## src/rtl/br_flow_serializer_buffered.sv

```systemverilog
`default_nettype none
// ============================================================================
// Module   : br_flow_serializer_buffered
// Purpose  : Registered wide-to-narrow flow serializer. Each accepted push
//            flit is captured into internal storage and sent as up to
//            PushWidth/PopWidth pop flits. Trailing "don't care" slices may
//            be dropped on any flit. Two entries (ACTIVE + NEXT) give full
//            pop throughput with no combinational push->pop or
//            pop_ready->push_ready path.
// Ports    : clk, rst                - clock, synchronous active-high reset
//            push_ready/push_valid   - push handshake
//            push_data               - wide flit (PushWidth)
//            push_last               - last push flit of packet
//            push_dont_care_count    - number of tail slices to drop
//            push_metadata           - sideband, replicated on every pop
//            pop_ready/pop_valid     - pop handshake
//            pop_data                - current slice (PopWidth)
//            pop_last                - final slice of a push_last flit
//            pop_flit_id             - slice index within its push flit
//            pop_metadata            - sideband of the owning push flit
// Revision : 1.0 - initial release
// ============================================================================
module br_flow_serializer_buffered #(
  parameter int PushWidth                     = 2,
  parameter int PopWidth                      = 1,
  parameter int MetadataWidth                 = 1,
  parameter bit SerializeMostSignificantFirst = 1'b1,
  localparam int SR                           = PushWidth / PopWidth,
  localparam int IdW                          = (SR > 1) ? $clog2(SR) : 1
) (
  input  logic                     clk,
  input  logic                     rst,
  output logic                     push_ready,
  input  logic                     push_valid,
  input  logic [PushWidth-1:0]     push_data,
  input  logic                     push_last,
  input  logic [IdW-1:0]           push_dont_care_count,
  input  logic [MetadataWidth-1:0] push_metadata,
  input  logic                     pop_ready,
  output logic                     pop_valid,
  output logic [PopWidth-1:0]      pop_data,
  output logic                     pop_last,
  output logic [IdW-1:0]           pop_flit_id,
  output logic [MetadataWidth-1:0] pop_metadata
);

  localparam logic [IdW-1:0] LAST_IDX = IdW'(SR - 1);

  // ACTIVE entry: the flit currently being serialized
  logic                     act_valid;
  logic [PushWidth-1:0]     act_data;
  logic                     act_last;
  logic [IdW-1:0]           act_dcc;
  logic [MetadataWidth-1:0] act_meta;
  logic [IdW-1:0]           idx;

  // NEXT entry: staging slot, only filled while ACTIVE is busy
  logic                     nxt_valid;
  logic [PushWidth-1:0]     nxt_data;
  logic                     nxt_last;
  logic [IdW-1:0]           nxt_dcc;
  logic [MetadataWidth-1:0] nxt_meta;

  logic           push;
  logic           pop;
  logic           at_end;
  logic           done;
  logic [IdW-1:0] idx_sum;

  assign push_ready = !nxt_valid;
  assign push       = push_valid && push_ready;

  assign pop_valid    = act_valid;
  assign pop_metadata = act_meta;
  assign pop_flit_id  = idx;

  // The flit ends once the remaining slices are all don't-care; the sum is
  // kept at IdW bits since idx + dcc never exceeds SR-1.
  assign idx_sum  = idx + act_dcc;
  assign at_end   = (idx_sum == LAST_IDX);
  assign pop_last = act_valid && act_last && at_end;
  assign pop      = pop_valid && pop_ready;
  assign done     = pop && at_end;

  if (SR == 1) begin : g_single
    assign pop_data = act_data;
  end else begin : g_multi
    logic [PopWidth-1:0] slices [SR];
    logic [IdW-1:0]      slice_sel;
    for (genvar i = 0; i < SR; i++) begin : g_slice
      assign slices[i] = act_data[i*PopWidth +: PopWidth];
    end
    // MS-first walks slices downward from the top, so the dropped tail is
    // the low-order end of the flit.
    assign slice_sel = SerializeMostSignificantFirst ? (LAST_IDX - idx) : idx;
    assign pop_data  = slices[slice_sel];
  end

  always_ff @(posedge clk) begin
    if (rst) begin
      act_valid <= 1'b0;
      act_data  <= '0;
      act_last  <= 1'b0;
      act_dcc   <= '0;
      act_meta  <= '0;
      idx       <= '0;
      nxt_valid <= 1'b0;
      nxt_data  <= '0;
      nxt_last  <= 1'b0;
      nxt_dcc   <= '0;
      nxt_meta  <= '0;
    end else begin
      if (done) begin
        idx <= '0;
      end else if (pop) begin
        idx <= idx + IdW'(1);
      end

      if (done && nxt_valid) begin
        // push_ready is low here, so no push can collide with the promotion
        act_valid <= 1'b1;
        act_data  <= nxt_data;
        act_last  <= nxt_last;
        act_dcc   <= nxt_dcc;
        act_meta  <= nxt_meta;
        nxt_valid <= 1'b0;
      end else if ((!act_valid || done) && !nxt_valid) begin
        // ACTIVE free (or freeing this cycle): a push bypasses NEXT
        if (push) begin
          act_valid <= 1'b1;
          act_data  <= push_data;
          act_last  <= push_last;
          act_dcc   <= push_dont_care_count;
          act_meta  <= push_metadata;
        end else if (done) begin
          act_valid <= 1'b0;
        end
      end else if (act_valid && !done && push) begin
        nxt_valid <= 1'b1;
        nxt_data  <= push_data;
        nxt_last  <= push_last;
        nxt_dcc   <= push_dont_care_count;
        nxt_meta  <= push_metadata;
      end
    end
  end

  // Integration checks
  a_width_multiple: assert property (@(posedge clk) (PushWidth % PopWidth) == 0);
  a_pop_width_pos:  assert property (@(posedge clk) PopWidth >= 1 && MetadataWidth >= 1);
  a_dcc_range: assert property (@(posedge clk) disable iff (rst)
    push_valid |-> (32'(push_dont_care_count) < SR));
  a_push_stable: assert property (@(posedge clk) disable iff (rst)
    (push_valid && !push_ready) |=> push_valid);

  // Implementation checks
  a_last_at_end:  assert property (@(posedge clk) disable iff (rst) pop_last |-> at_end);
  a_next_implies: assert property (@(posedge clk) disable iff (rst) nxt_valid |-> act_valid);
  a_id_range:     assert property (@(posedge clk) disable iff (rst) 32'(idx) <= SR - 1);

endmodule
`default_nettype wire

```

## config.mk

```make
export PLATFORM = sky130hd
export DESIGN_NAME = br_flow_serializer_buffered
export DESIGN_NICKNAME = d
export VERILOG_FILES = /design/src/rtl/br_flow_serializer_buffered.sv
export SDC_FILE = /design/constraint.sdc
export NUM_CORES = 1
export LEC_CHECK = 0
export ABC_AREA = 1
export BUFFER_PORTS_ARGS = -buffer_cell sky130_fd_sc_hd__buf_2
export CORE_MARGIN = 5
export CORE_UTILIZATION = 45
export DETAILED_ROUTE_END_ITERATION = 10
export GPL_TIMING_DRIVEN = 0
export PLACE_DENSITY_LB_ADDON = 0.2
export SETUP_SLACK_MARGIN = 0.3
export SLEW_MARGIN = 20
export SYNTH_ARGS = -nofsm -noshare
export SYNTH_HDL_FRONTEND = slang
export SYNTH_SLANG_ARGS = --single-unit
```

## constraint.sdc

```tcl
create_clock -name clk -period 1.1 [get_ports clk]
set_input_delay 0.11 -clock clk [delete_from_list [all_inputs] [get_ports clk]]
set_output_delay 0.11 -clock clk [all_outputs]
set_load 0.01 [all_outputs]
```

# Word level (Yosys, flattened, before mapping)
# Index checks and enable logic that the tools add are counted.
[totals] reg_bits=13 inputBits=9 word_cells=59
[op_classes] add_sub_neg=3 order_cmp=1 n_mux=19 bitwise=3 reduce_logical=22
[op_table] operator="1-bit two-way mux" n=16
[op_table] operator="1-bit logical AND" n=9
[op_table] operator="2-bit two-way mux" n=3
[op_table] operator="2-bit AND reduction" n=3
[op_table] operator="2-bit nonzero test" n=2
[op_table] operator="2-bit OR reduction" n=2
[op_table] operator="1-bit zero test" n=3
[op_table] operator="3-bit AND reduction" n=1
[op_table] operator="3-bit nonzero test" n=1
[op_table] operator="2-bit greater-or-equal comparator, second input constant" n=1
[op_table] operator="1-bit NOT" n=2
[op_table] operator="1-bit NOT with 2-bit output" n=1
[op_table] operator="1-bit adder" n=1
[op_table] operator="1-bit adder, second input constant" n=1
[op_table] operator="1-bit logical OR" n=1
[op_table] operator="1-bit subtractor, first input constant" n=1

# Depth between registers and ports, before layout
# Gate-level depths: netlist of run 1.
[logic_depth] depth_word=6 depth_mapped=10 ltp_nobuf=9

# Least setup slack after synthesis of run 1
# Ideal clock, no wire load.
[synth_path] path_kind="register to register" start="register act_valid, in the netlist pop_valid" end="register act_data[0]" t_arrival_ns=1.103 required_time_ns=0.987 setup_slack_ns=-0.116 path_stages_with_launch=9 period_less_slack_ns=1.216 cell_sequence="dfxtp_1 nand2_2 clkinv_2 nand3_2 o21ai_1 nand2_1 buf_6 nor2_1 nor2_1"
[synth_via] elab_chain_cells=6 elab_cells_between_ends=10
[synth_lines] element="start, declared" line_no="50" rtl="logic act_valid;"
[synth_lines] element="start signal, assigned" line_no="101" rtl="act_valid <= 1'b0;"
[synth_lines] element="start signal, assigned" line_no="121" rtl="act_valid <= 1'b1;"
[synth_lines] element="start signal, assigned" line_no="130" rtl="act_valid <= 1'b1;"
[synth_lines] element="1-bit logical AND" line_no="82" rtl="assign pop = pop_valid && pop_ready;"
[synth_lines] element="1-bit logical AND" line_no="83" rtl="assign done = pop && at_end;"
[synth_lines] element="1-bit logical OR" line_no="127" rtl="end else if ((!act_valid || done) && !nxt_valid) begin"
[synth_lines] element="1-bit logical AND" line_no="127"
[synth_lines] element="2-bit nonzero test (no source line)"
[synth_lines] element="2-bit AND reduction (no source line)"
[synth_lines] element="end signal, assigned" line_no="122" rtl="act_data <= nxt_data;"
[synth_lines] element="end signal, assigned" line_no="131" rtl="act_data <= push_data;"
[synth_lines] element="end, declared" line_no="51" rtl="logic [PushWidth-1:0] act_data;"
# Several ways; a longest one is shown, not always the timed one.
# A chain may end at the register's enable or synchronous reset.

# Worst setup path after layout of run 1
[layout_path] start="register act_dcc" end="register act_last"
[layout_via] elab_chain_cells=6 elab_cells_between_ends=9
[layout_lines] element="start, declared" line_no="53" rtl="logic [IdW-1:0] act_dcc;"
[layout_lines] element="start signal, assigned" line_no="124" rtl="act_dcc <= nxt_dcc;"
[layout_lines] element="start signal, assigned" line_no="133" rtl="act_dcc <= push_dont_care_count;"
[layout_lines] element="1-bit adder *" line_no="79" rtl="assign idx_sum = idx + act_dcc;"
[layout_lines] element="1-bit logical AND *" line_no="83"
[layout_lines] element="1-bit logical OR" line_no="127"
[layout_lines] element="1-bit logical AND" line_no="127"
[layout_lines] element="2-bit nonzero test (no source line)"
[layout_lines] element="2-bit AND reduction (no source line)"
[layout_lines] element="end signal, assigned" line_no="123" rtl="act_last <= nxt_last;"
[layout_lines] element="end signal, assigned" line_no="132" rtl="act_last <= push_last;"
[layout_lines] element="end, declared" line_no="52" rtl="logic act_last;"
# Every way passes the cells marked *; elsewhere a longest branch is shown, timed or not.

==> run metrics, run 1 <==
number of global-route vias before repair=628; slew margin rel.=88.6%; GPL Wtd Cong=0.762; Syn. warnings=0; final hold vios=0; Initial Util=49.2%; TritonCTS clock tree=done; Reg clk slew, reported paths=90 ps; FILL cells=102; Required @ worst endpoint=1290 ps; routed vias/inst=5.12; Finished Core Util=78.6%; Setup Skew=4.51 ps; failing checks=setup timing; antenna cells=0; DRT Pass-1 Iters=4; H-tree depth reported by CTS=1; Data arrival, critical path=1410 ps; dominant cells by area after synthesis=dfxtp_1, nand2_1, nor2_1; initial antenna violation count=0; Worst VDD drop=0.965 mV; DIE AREA=2320 µm²; grt total ovfl=0; DP HPWL=983 µm; Worst Tran Pin Value=169 ps; Yosys cell types=18; Tot GR Track Use=19.4%; die height=48.2 µm; Detailed Route WL=2050 µm; final setup fails=14; largest net degree at the start of global routing=11; Syn Nets=112; hold path start=push_metadata; IO Port Bufs=14; Yosys reg bits=13; R2R Setup Slk=-130 ps; status=finished with violations; crit share post-route=112%; synthesis-to-finish area growth=59.9%; share of cells above drive strength 1=51.1%; Max Fclk=0.814 GHz; Remaining DRCs=0; CTS Hold Bufs=0; Clock Sinks=13; HP Class=input pin to register; DR iter-0 viols=28; max-slew violations=0; final worst path period need=1230 ps; maxcap violations=0; post-route antenna net violation count=0; worst r2r src=act_dcc$_SDFFE_PP0P_; worst setup margin=-129 ps; Pleak=0.507 nW; worst skew pair latency=290 ps; power per cell area=1290 nW/µm²; CTS Buffer Depth=2; critical path endpoint category=register; Cell Rows=13; CTS buffer count=3; Seq. cell area=272 µm²; RSZ-0062 raised after global routing=yes; CORE AREA=1330 µm²; Post-Layout Cell Count=148; largest registers=act_data x2, nxt_data x2; final net count=143; per-cell routed wire length=13.9 µm; nature of the critical path startpoint=register; I/O pins=15; Setup crit start=act_dcc$_SDFFE_PP0P_; routed via count=758; Setup Crit Path Kind=register to register; sequential element share of the synthesized area=39.7%; synthesized cell area=656 µm²; post-placement cell count=132; Yosys top cell by area=dfxtp_1; Die X=48.2 µm; Avg Cell Area, Syn=6.37 µm²; Synth top area share=39.7%; root buf cell=clkbuf_4; Post-Syn Instances=103; first-pass GRT wire length=2990 µm; footprint of the multi-input gates=457 µm²; crit-path max FO=5
-- through the flow --
step / setup WS (ps) / cell area (µm²) / power [W] / setup TNS (ps) / hold slack, ps
floorplan: 3.26 / 679 / 0.000750 / 0 / 245
global placement: -105 / 768 / 0.000820 / -809 / 350
detailed placement: -120 / 768 / 0.000822 / -957 / 356
CTS: -83.8 / 958 / 0.00126 / -457 / 51.3
global route: -213 / 1050 / 0.00143 / -2190 / 78.5
finish: -129 / 1050 / 0.00135 / -981 / 68.0
-- worst max-delay path, stage by stage (launching register included) --
cell	delay, ps
dfxtp_2	350
inv_2	80
nand2_1	70
nand2_2	90
nand3_4	90
nand2_4	80
nand2_4	50
buf_6	130
nor2_1	120
nor2_1	60
-- routing by layer --
layer  wire length [µm]  vias up  part of all wire (%)  track usage (%)
met5                  0        -                     0                0
met4                 57        0                   2.8             14.5
met3                100        6                   4.9             2.21
met2               1020       29                    50             27.6
met1                870      341                    42             26.5
li1                   -      382                     -                -
-- synth_stat cells (all sizes together) --
cell type  count
a21oi          2
buf            2
clkbuf         1
clkinv         1
dfxtp         13
inv            9
nand2         36
nand3          7
nand4          1
nor2          23
o21ai          8
-- worst paths after layout --
check | to | cells after the start
worst min-delay path | nxt_meta$_SDFFE_PP0P_ | 3
worst max register to register | act_last$_SDFFE_PP0P_ | 9
worst max-delay path | act_last$_SDFFE_PP0P_ | 9
worst min register to register | pop_metadata$_SDFFE_PP0P_ | 4
-- where the power goes --
part | leakage (nW) | total (W) | switching [W] | internal [W]
clock network | 0.0150 | 0.000321 | 0.000180 | 0.000141
logic | 0.383 | 0.000473 | 0.000258 | 0.000215
registers | 0.109 | 0.000561 | 0.0000371 | 0.000524
total | 0.507 | 0.00135 | 0.000475 | 0.000879
-- logic make-up after synthesis --
kind of cell    Yosys count  synth area share, %
compound gates           10                 7.63
buf+inv                  13                 9.16
flops                    13                 39.7
simple gates             67                 43.5
-- what timing repair did --
action,4_1_cts,5_1_grt
setup endpoints to repair,19,19
pin swaps,0,7
gates cloned,1,0
resized for setup,30,19
hold endpoints to repair,0,0
buffers inserted,7,4
-- cells in the final DEF, fill, tap and decap left out, types with 2 or more instances in the layout --
| cell type | synthesis | final |
|---|---|---|
| nand2_1 | 35 | 23 |
| nor2_1 | 22 | 14 |
| buf_2 | 1 | 12 |
| nand2_2 | 1 | 8 |
| buf_6 | 1 | 8 |
| dfxtp_1 | 13 | 8 |
| buf_4 | 0 | 8 |
| inv_1 | 8 | 6 |
| o21ai_0 | 7 | 6 |
| nand2_4 | 0 | 5 |
| nand3_1 | 5 | 5 |
| nor2_2 | 1 | 5 |
| nor2_4 | 0 | 4 |
| dfxtp_2 | 0 | 3 |
| clkbuf_4 | 0 | 3 |
| nand3_4 | 1 | 2 |
| dfxtp_4 | 0 | 2 |
-- area by class of cell --
| cell class | count | share of cell area [%] |
|---|---|---|
| multi-input cells | 77 | 43.6 |
| flip-flops and latches | 13 | 25.9 |
| repair buffers | 26 | 18.5 |
| inverters | 10 | 4.77 |
| plain buffers | 3 | 2.98 |
| clock buffers | 4 | 2.51 |
| well taps | 15 | 1.79 |
No activity file was read; power rests on OpenSTA's default activity.
==> inputs of run 2 (changes only) <==
- CORE_UTILIZATION: 45 -> 40
==> run 2 against run 1 <==
  * The flow still finishes with violations (setup timing)
  * Setup slack better by 37 ps
  * Maximum frequency up 3.1%
  * Via count down 2.9%
  * First-iteration DRC count down 43%
  * Critical path depth down 1
  * Clock power down 4%
  * Final cell count unchanged
  * Final area down 2.5%
==> run metrics, run 2 (synthesis results as in run 1) <==
status=finished with violations (unchanged); failing checks=setup timing (unchanged); max incr delay on CP=400 ps (was 350 ps); final setup TNS=-578 ps (was -981 ps); CTS Buffer Depth=2 (unchanged); die height=50.5 µm (was 48.2 µm); Clock Sinks=13 (unchanged); DRT Pass-1 Iters=4 (unchanged); Slowest cell on crit path=dfxtp_4 (was dfxtp_2); Worst Tran Pin Value=156 ps (was 169 ps); CTS buffer count=3 (unchanged); Data arrival, critical path=1370 ps (was 1410 ps); first-pass GRT wire length=2640 µm (was 2990 µm); Remaining DRCs=0 (unchanged); largest registers=act_data x2, nxt_data x2 (unchanged); R2R Setup Slk=-90 ps (was -130 ps); CORE AREA=1520 µm² (was 1330 µm²); cell area after layout=1020 µm² (was 1050 µm²); Required @ worst endpoint=1280 ps (was 1290 ps); Detailed Route WL=1800 µm (was 2050 µm); per-cell routed wire length=12.1 µm (was 13.9 µm); routed vias/inst=4.97 (was 5.12); root buf cell=clkbuf_4 (unchanged); most common cell after layout, fill and taps aside=nand2_1 (unchanged); Die X=50.5 µm (was 48.2 µm); crit-path max FO=6 (was 5); final worst path period need=1190 ps (was 1230 ps); max-slew violations=0 (unchanged); crit share post-route=108% (was 112%); number of global-route vias before repair=632 (was 628); Initial Util=43.0% (was 49.2%); Worst VDD drop=0.737 mV (was 0.965 mV); Max Fclk=0.839 GHz (was 0.814 GHz); critical path endpoint category=register (unchanged); Internal=0.000862 W (was 0.000879 W); part of the power in the clock network=23.6% (was 23.7%); IO Port Bufs=14 (unchanged); Psw=0.000437 W (was 0.000475 W); sw frac=33.6% (was 35.1%); Tot Pwr=0.00130 W (was 0.00135 W); Pleak=0.500 nW (was 0.507 nW); final setup fails=10 (was 14); largest net degree at the start of global routing=11 (unchanged); slew margin rel.=89.5% (was 88.6%); routed via count=736 (was 758); maxcap violations=0 (unchanged); most frequent cells in the layout=nand2_1, nor2_1, buf_2, buf_4, dfxtp_1 (was nand2_1, nor2_1, buf_2); DP Area=769 µm² (was 768 µm²); GPL Wtd Cong=0.718 (was 0.762); initial antenna violation count=0 (unchanged); crit-path cells=inv_4 -> nand2_4 -> nand3_4 -> o21ai_2 -> nand2_4 -> buf_6 -> nor2_1 -> nor2_1 (was inv_2 -> nand2_1 -> nand2_2 -> nand3_4 -> nand2_4 -> nand2_4 -> buf_6 -> nor2_1 -> nor2_1); crit path buf inv count=2 (unchanged); I/O pins=15 (unchanged); part of the power in registers=43.3% (was 41.4%); grt total ovfl=0 (unchanged); final hold vios=0 (unchanged); DIE AREA=2550 µm² (was 2320 µm²); RSZ-0062 raised after global routing=yes (unchanged); DP HPWL=1050 µm (was 983 µm); antenna cells=0 (unchanged); nature of the critical path startpoint=register (unchanged); TritonCTS clock tree=done (unchanged); power per cell area=1270 nW/µm² (was 1290 nW/µm²); share of cells above drive strength 1=49.2% (was 51.1%); delay-heaviest family, CP=simple AND/OR/NAND/NOR gates (unchanged); Cell Rows=14 (was 13); H-tree depth reported by CTS=1 (unchanged); post-route antenna net violation count=0 (unchanged); Reg clk slew, reported paths=80 ps (was 90 ps); HP Class=input pin to register (unchanged); Tot GR Track Use=13.6% (was 19.4%); worst setup margin=-91.9 ps (was -129 ps); final net count=142 (was 143); DR iter-0 viols=16 (was 28); Comb pwr share=33.1% (was 34.9%); Setup Skew=1.74 ps (was 4.51 ps); worst skew pair latency=280 ps (was 290 ps); synthesis-to-finish area growth=55.9% (was 59.9%); Setup Crit Path Kind=register to register (unchanged)
-- run 2: final timing paths --
path / startpoint / cells past startpoint / to
worst min register to register: pop_metadata$_SDFFE_PP0P_ / 4 / pop_metadata$_SDFFE_PP0P_
worst min-delay path: push_dont_care_count / 3 / nxt_dcc$_SDFFE_PP0P_
worst max-delay path: pop_flit_id$_SDFFE_PP0N_ / 8 / act_dcc$_SDFFE_PP0P_
worst max register to register: pop_flit_id$_SDFFE_PP0N_ / 8 / act_dcc$_SDFFE_PP0P_
-- run 2: cell type report --
class                      count  area, µm²
multi-input combinational     77        439
clock buffer                   4       26.3
fill                         124        502
sequential                    13        274
tap                           16       20.0
inverter                      10       52.6
timing repair buffer          25        179
buffer                         3       31.3
-- run 2: worst min-delay path, stage by stage --
cell and delay, ps:
buf_2 90, nor2_1 40, nor2_1 80
-- run 2: power groups by stage --
| stage | registers [W] | clock network (W) | logic [W] |
|---|---|---|---|
| 3_5_place_dp | 0.000563 | 0 | 0.000264 |
| 3_3_place_gp | 0.000562 | 0 | 0.000260 |
| 4_1_cts | 0.000556 | 0.000320 | 0.000330 |
| 6_report | 0.000563 | 0.000307 | 0.000430 |
| 2_1_floorplan | 0.000564 | 0 | 0.000186 |
| 5_1_grt | 0.000572 | 0.000350 | 0.000469 |
-- run 2: routing by layer --
layer	vias to the layer above	GRT usage (%)	wire [µm]	share of wire, %
met5	-	0	0	0
met4	0	6.38	4	0.22
met3	2	3.55	73	4.1
met2	12	23.1	992	55
met1	344	15.6	728	40
li1	378	-	-	-
-- run 2: what timing repair did --
item / in CTS / in global routing
buffers inserted: 6 / 4
pin swaps: 0 / 8
resized for setup: 19 / 28
setup endpoints to repair: 19 / 19
cloned: 0 / 1
hold buffers: 0 / 0
-- run 2: per-stage QoR --
stage	setup WS (ps)	util, %	hold slack [ps]	cells
after CTS	-76.5	59.0	59.1	143
after global routing	-172	67.1	79.2	148
after detailed placement	-140	50.5	356	133
final	-91.9	67.1	61.0	148
after global placement	-141	50.5	349	133
after floorplan	3.26	-	245	103
